`src/rtl/cdb_arbiter_pkg.sv`:
```
// Shared CDB types: per-requester result record and the broadcast packet.
package cdb_arbiter_pkg;

  localparam int NUM_FU_ALU  = 2;
  localparam int NUM_FU_MULT = 1;
  localparam int NUM_FU_LOAD = 1;
  localparam int NUM_CDB_REQ = NUM_FU_ALU + NUM_FU_MULT + NUM_FU_LOAD;
  localparam int CDB_N       = 2;
  localparam int PRN_W       = 6;
  localparam int ROB_W       = 5;

  typedef struct packed {
    logic [31:0]      value;
    logic [PRN_W-1:0] dest_prn;
    logic [ROB_W-1:0] robn;
  } cdb_req_t;

  typedef struct packed {
    logic             valid;
    logic [PRN_W-1:0] dest_prn;
    logic [31:0]      value;
    logic [ROB_W-1:0] robn;
  } cdb_packet_t;

  localparam int REQ_W = $bits(cdb_req_t);
  localparam int PKT_W = $bits(cdb_packet_t);

endpackage

```
`src/rtl/cdb_arbiter_rr_select.sv`:
```
// Rotating-priority selector: grants the first CDB_W set requests scanning
// circularly from ptr; grant k lands in gnt_bus[k].
module cdb_rr_select #(
  parameter int NUM_REQ = 4,
  parameter int CDB_W   = 2,
  parameter int PTR_W   = (NUM_REQ > 1) ? $clog2(NUM_REQ) : 1
) (
  input  logic [NUM_REQ-1:0]              req,
  input  logic [PTR_W-1:0]                ptr,
  output logic [CDB_W-1:0][NUM_REQ-1:0]   gnt_bus,
  output logic [PTR_W-1:0]                last_idx,
  output logic                            any_gnt
);

  localparam int              IDX_W = PTR_W + 1;
  localparam logic [IDX_W-1:0] NREQ = IDX_W'(NUM_REQ);

  logic [IDX_W-1:0] pos;
  int               taken;

  // Walking the rotated order j = 0.. is the priority encoder on req rotated
  // by ptr; pos maps each rotated position back to the physical requester.
  always_comb begin
    gnt_bus  = '0;
    last_idx = ptr;
    any_gnt  = 1'b0;
    taken    = 0;
    pos      = '0;
    for (int j = 0; j < NUM_REQ; j++) begin
      pos = {1'b0, ptr} + IDX_W'(j);
      if (pos >= NREQ) pos = pos - NREQ;
      if (req[pos[PTR_W-1:0]] && (taken < CDB_W)) begin
        for (int k = 0; k < CDB_W; k++)
          if (taken == k) gnt_bus[k][pos[PTR_W-1:0]] = 1'b1;
        last_idx = pos[PTR_W-1:0];
        any_gnt  = 1'b1;
        taken    = taken + 1;
      end
    end
  end

endmodule

```
`src/rtl/cdb_arbiter.sv`:
```
// CDB arbiter: round-robin multi-grant of finished FU results onto CDB_W
// registered broadcast slots, with squash and synchronous reset.
module cdb_arbiter
  import cdb_arbiter_pkg::*;
#(
  parameter int NUM_REQ = NUM_CDB_REQ,
  parameter int CDB_W   = CDB_N,
  parameter int PTR_W   = (NUM_REQ > 1) ? $clog2(NUM_REQ) : 1
) (
  input  logic                     clock,
  input  logic                     reset,
  input  logic                     squash,
  input  logic [NUM_REQ-1:0]       req_valid,
  input  logic [NUM_REQ*REQ_W-1:0] req_packet,
  output logic [NUM_REQ-1:0]       req_ack,
  output logic [CDB_W*PKT_W-1:0]   cdb_packet,
  output logic [PTR_W-1:0]         rr_ptr_out
);

  localparam logic [PTR_W-1:0] LAST_REQ = PTR_W'(NUM_REQ - 1);

  logic [PTR_W-1:0]               rr_ptr;
  logic [CDB_W-1:0][NUM_REQ-1:0]  gnt_bus;
  logic [PTR_W-1:0]               last_idx;
  logic                           any_gnt;
  logic [NUM_REQ-1:0]             ack_raw;
  logic [CDB_W-1:0]               vld_p0;
  logic [REQ_W-1:0]               acc;
  cdb_req_t                       sel_p0 [CDB_W];
  cdb_packet_t                    pkt_p1 [CDB_W];

  cdb_rr_select #(
    .NUM_REQ (NUM_REQ),
    .CDB_W   (CDB_W),
    .PTR_W   (PTR_W)
  ) u_select (
    .req      (req_valid),
    .ptr      (rr_ptr),
    .gnt_bus  (gnt_bus),
    .last_idx (last_idx),
    .any_gnt  (any_gnt)
  );

  // Stage p0: grant decode and one-hot OR-mux of the granted results.
  always_comb begin
    ack_raw = '0;
    acc     = '0;
    for (int k = 0; k < CDB_W; k++) begin
      ack_raw   = ack_raw | gnt_bus[k];
      vld_p0[k] = !squash && (|gnt_bus[k]);
      acc       = '0;
      for (int i = 0; i < NUM_REQ; i++)
        if (gnt_bus[k][i]) acc = acc | req_packet[i*REQ_W +: REQ_W];
      sel_p0[k] = acc;
    end
  end

  assign req_ack = (reset || squash) ? '0 : ack_raw;

  // Stage p1: broadcast registers; idle slots keep their stale fields.
  always_ff @(posedge clock) begin
    if (reset) begin
      for (int k = 0; k < CDB_W; k++) pkt_p1[k] <= '0;
      rr_ptr <= '0;
    end else begin
      for (int k = 0; k < CDB_W; k++) begin
        pkt_p1[k].valid <= vld_p0[k];
        if (vld_p0[k]) begin
          pkt_p1[k].dest_prn <= sel_p0[k].dest_prn;
          pkt_p1[k].value    <= sel_p0[k].value;
          pkt_p1[k].robn     <= sel_p0[k].robn;
        end
      end
      if (squash)
        rr_ptr <= '0;
      else if (any_gnt)
        rr_ptr <= (last_idx == LAST_REQ) ? '0 : last_idx + PTR_W'(1);
    end
  end

  for (genvar k = 0; k < CDB_W; k++) begin : g_out
    assign cdb_packet[k*PKT_W +: PKT_W] = pkt_p1[k];
  end

  assign rr_ptr_out = rr_ptr;

endmodule

```
`config.mk`:
```
export PLATFORM = sky130hd
export DESIGN_NAME = cdb_arbiter
export DESIGN_NICKNAME = d
export VERILOG_FILES = /design/src/rtl/cdb_arbiter_pkg.sv /design/src/rtl/cdb_arbiter_rr_select.sv /design/src/rtl/cdb_arbiter.sv
export SDC_FILE = /design/constraint.sdc
export NUM_CORES = 1
export LEC_CHECK = 0
export ABC_AREA = 1
export CORE_MARGIN = 2
export CORE_UTILIZATION = 35
export CTS_CLUSTER_SIZE = 20
export DETAILED_ROUTE_END_ITERATION = 10
export PLACE_DENSITY_LB_ADDON = 0.1
export SKIP_CTS_REPAIR_TIMING = 1
export SYNTH_ARGS = -nofsm -noshare
export SYNTH_HDL_FRONTEND = slang
export SYNTH_HIERARCHICAL = 1
export SYNTH_SLANG_ARGS = --single-unit
```
`constraint.sdc`:
```
create_clock -name clock -period 9.45 [get_ports clock]
set_input_delay 1.4175 -clock clock [delete_from_list [all_inputs] [get_ports clock]]
set_output_delay 1.4175 -clock clock [all_outputs]
set_load 0.01 [all_outputs]
```
==> impl_results.md <==
* Outcome: finished clean
* DRT Pass-1 Iters at 5
* Starting DRT DRC Count at 374
* Setup CP Type: input pin to output port
* Row count at 50
* Max clock buf depth at 2
* DRC viols at 0
* Tot GR Track Use at 23.35%
* Register area share after synthesis at 40.64%
* Io pins at 273
* Final clock skew at 4.079 ps
* Layout area overhead at 46.31%
* Gpl congestion at 0.8482
* Port-buffer cells at 272
* Cell variety after synth at 29
* Syn Area/Cell at 6.640 µm²
* Most common flop cell mapped by yosys: edfxtp_1
* Gr ovfl total at 0
* Design Area, Final at 9657 µm²
* Logic pwr share at 68.7%
* Async set-or-reset flop fraction in the synthesized netlist at 0%
* Detail Route Antenna Nets at 0
* Total vias in the final route at 6857
* Layout Cells excl Fill at 1471
* Internal Power at 1.838 mW
* Initial core utilization at 35.52%
* Worst Hold Class: flop to flop
* RSZ-0062 raised after global routing: false
* Top-count cell post-synth: nand2_1
* CTS tree: yes
* Die area at 19970 µm²
* Power density cells at 381.5 nW/µm²
* Flops & latches, synth at 90
* Wire per inst at 15.87 µm
* Reg-to-Reg Start: rr_ptr_out[0]$_SDFFE_PN0P_
* Clk pwr share at 10.3%
* Via density at 4.661
* Post-synth top cells: nand2_1, nor2_1, edfxtp_1
* Placed Cells at 1454
* Largest cells by area after synthesis: edfxtp_1, nand2_1, nor2_1
* Die Wd at 141.3 µm
* Crit path from: req_valid[0]
* Nets at 1420
* FMAX at 0.1639 GHz
* Leak at 4.370 nW
* Max VDD drop at 337.6 µV
* Max_slew headroom at 29.54%
* Yosys top cell area share at 40.04%
* Worst setup EP type: output port
* Psw at 1.846 mW
* Cell Area, Synth at 6600 µm²
* Max-slew violations at 0
* Hold Vio Cnt, Final at 0
* Clock Tree Root: clkbuf_16
* Clk_lat worst skew at 340 ps
* Final setup violation count at 0
* Hold wc startpoint: rr_ptr_out[1]$_SDFFE_PN0P_
* Clk slew on worst S/H paths at 70 ps
* First-pass GRT wire length at 36.03 mm
* Share of cells above drive strength 1 at 6.230%
* Clock sinks at 90
* Clock H-tree levels at 3
* Critical Path AT at 4680 ps
* Sequential power share at 21.1%
* Largest net degree at the start of global routing at 47
* Synth area leader: edfxtp_1
* Final setup TNS at 0 ps
* Final period util at 64.56%
* Vias in the first global route at 6667
* Inserted Clock Buffers at 9
* Cell Area, Placed at 9353 µm²
* Antenna violations before repair at 3
* Switching Share at 50.11%
* Placeable Area at 18580 µm²
* Chip height at 141.3 µm
* Yosys warns at 6
* Total length of routed wires at 23.35 mm
* Number of synthesized flops with an enable pin at 88
* Peak fanout along the critical path at 45
* Final HPWL DP at 16.35 mm
* Max_cap viols at 0
* Final min period at 6101 ps
* Startpoint types: input pin
* Actual slew at the worst max-slew pin at 1053 ps
* Critical Path RT at 8030 ps
* Gate count of the mapped netlist at 994
==> final timing paths <==
path                                end  slack [ps]  depth (start not counted)
max                          req_ack[0]        3350                         15
min          rr_ptr_out[1]$_SDFFE_PN0P_         680                          2
max reg2reg  pkt_p1[0][5]$_SDFFCE_PN0P_        4910                         17
min reg2reg  rr_ptr_out[1]$_SDFFE_PN0P_         680                          2
==> routing by layer <==
layer | track usage [%] | vias up | routed length (µm)
met3 | 4.860 | 36 | 1848
met2 | 40.27 | 256 | 11210
met4 | 7.737 | 2 | 541
met5 | 0 | - | 13
met1 | 29.26 | 3048 | 9732
li1 | - | 3515 | -
==> flip-flops by register name, summed over array words and instances (netlist names) <==
signal / cells
pkt_p1: 88
rr_ptr_out: 2
==> critical path, cell delays in order <==
cell and delay, ps:
clkdlybuf4s50_1 540, nand2_1 140, nand2_1 130, nand2_1 60, nand2_2 130, ha_1 230
inv_1 130, nand2_2 100, nand2_2 60, nand2_4 90, nand2_1 70, nand2_2 760
nor2_1 110, nor2_1 160, clkdlybuf4s50_1 560
==> layout by cell type, fill, tap and decap left out <==
cell type,netlist,routed
o21ai_1,1,1
inv_6,0,2
nand2_1,560,550
inv_1,20,20
nor3_1,1,1
bufinv_16,0,1
nor2_4,11,11
a21oi_1,1,1
clkdlybuf4s50_1,0,271
nand3_4,1,1
ha_1,10,10
diode_2,0,1
nand2_2,12,22
clkinvlp_4,0,1
clkinv_4,0,2
nand3_1,21,21
inv_2,1,1
nor2_1,187,187
nand2_4,10,10
edfxtp_1,88,88
dfxtp_1,2,2
conb_1,1,2
buf_4,2,3
clkinv_1,0,1
nand4_1,1,1
inv_8,1,1
buf_2,36,1
nor2_2,7,7
clkbuf_16,0,9
o21a_1,2,2
inv_4,1,1
o21ai_0,1,1
nand2_8,2,2
nand3_2,2,2
==> logic make-up (layout without fill, tap and decap cells) <==
family / count (synthesis) / after routing / share of synthesized area (%)
AO/OA/AOI/OAI: 5 / 5 / 0.4547
buffers and inverters: 73 / 314 / 6.142
flip-flops: 90 / 90 / 40.64
other: 1 / 3 / 0.05682
AND/OR/NAND/NOR: 815 / 815 / 50.81
adder cells (fa/ha/maj): 10 / 10 / 1.896
==> stage by stage <==
stage                     total power [mW]  hold slack [ps]  utilization, %  setup WS (ps)
after floorplan                      2.538            606.5               -           5010
after global placement               3.337            674.9           50.34           3402
after global routing                 4.051            726.2           51.97           3060
after CTS                            3.727            690.9           51.96           3339
final                                3.684            679.9           51.97           3349
after detailed placement             3.339            671.9           50.34           3356
==> power by group through the flow <==
stage               clock (mW)  sequential, mW  combinational, mW
floorplan                    0           0.868               1.67
global placement             0           0.786               2.55
detailed placement           0           0.785               2.55
CTS                      0.384           0.779               2.56
global route             0.396           0.792               2.86
finish                   0.378           0.776               2.53
==> area by class of cell <==
| class | instances | area, µm² |
|---|---|---|
| antenna | 1 | 2.502 |
| clock buffer | 9 | 225.2 |
| clock inverter | 7 | 76.32 |
| fill | 1838 | 8924 |
| inverter | 23 | 96.34 |
| multi-input combinational | 832 | 3541 |
| sequential | 90 | 2683 |
| tap | 234 | 292.8 |
| timing repair buffer | 275 | 2740 |
No activity file was read; power rests on OpenSTA's default activity.
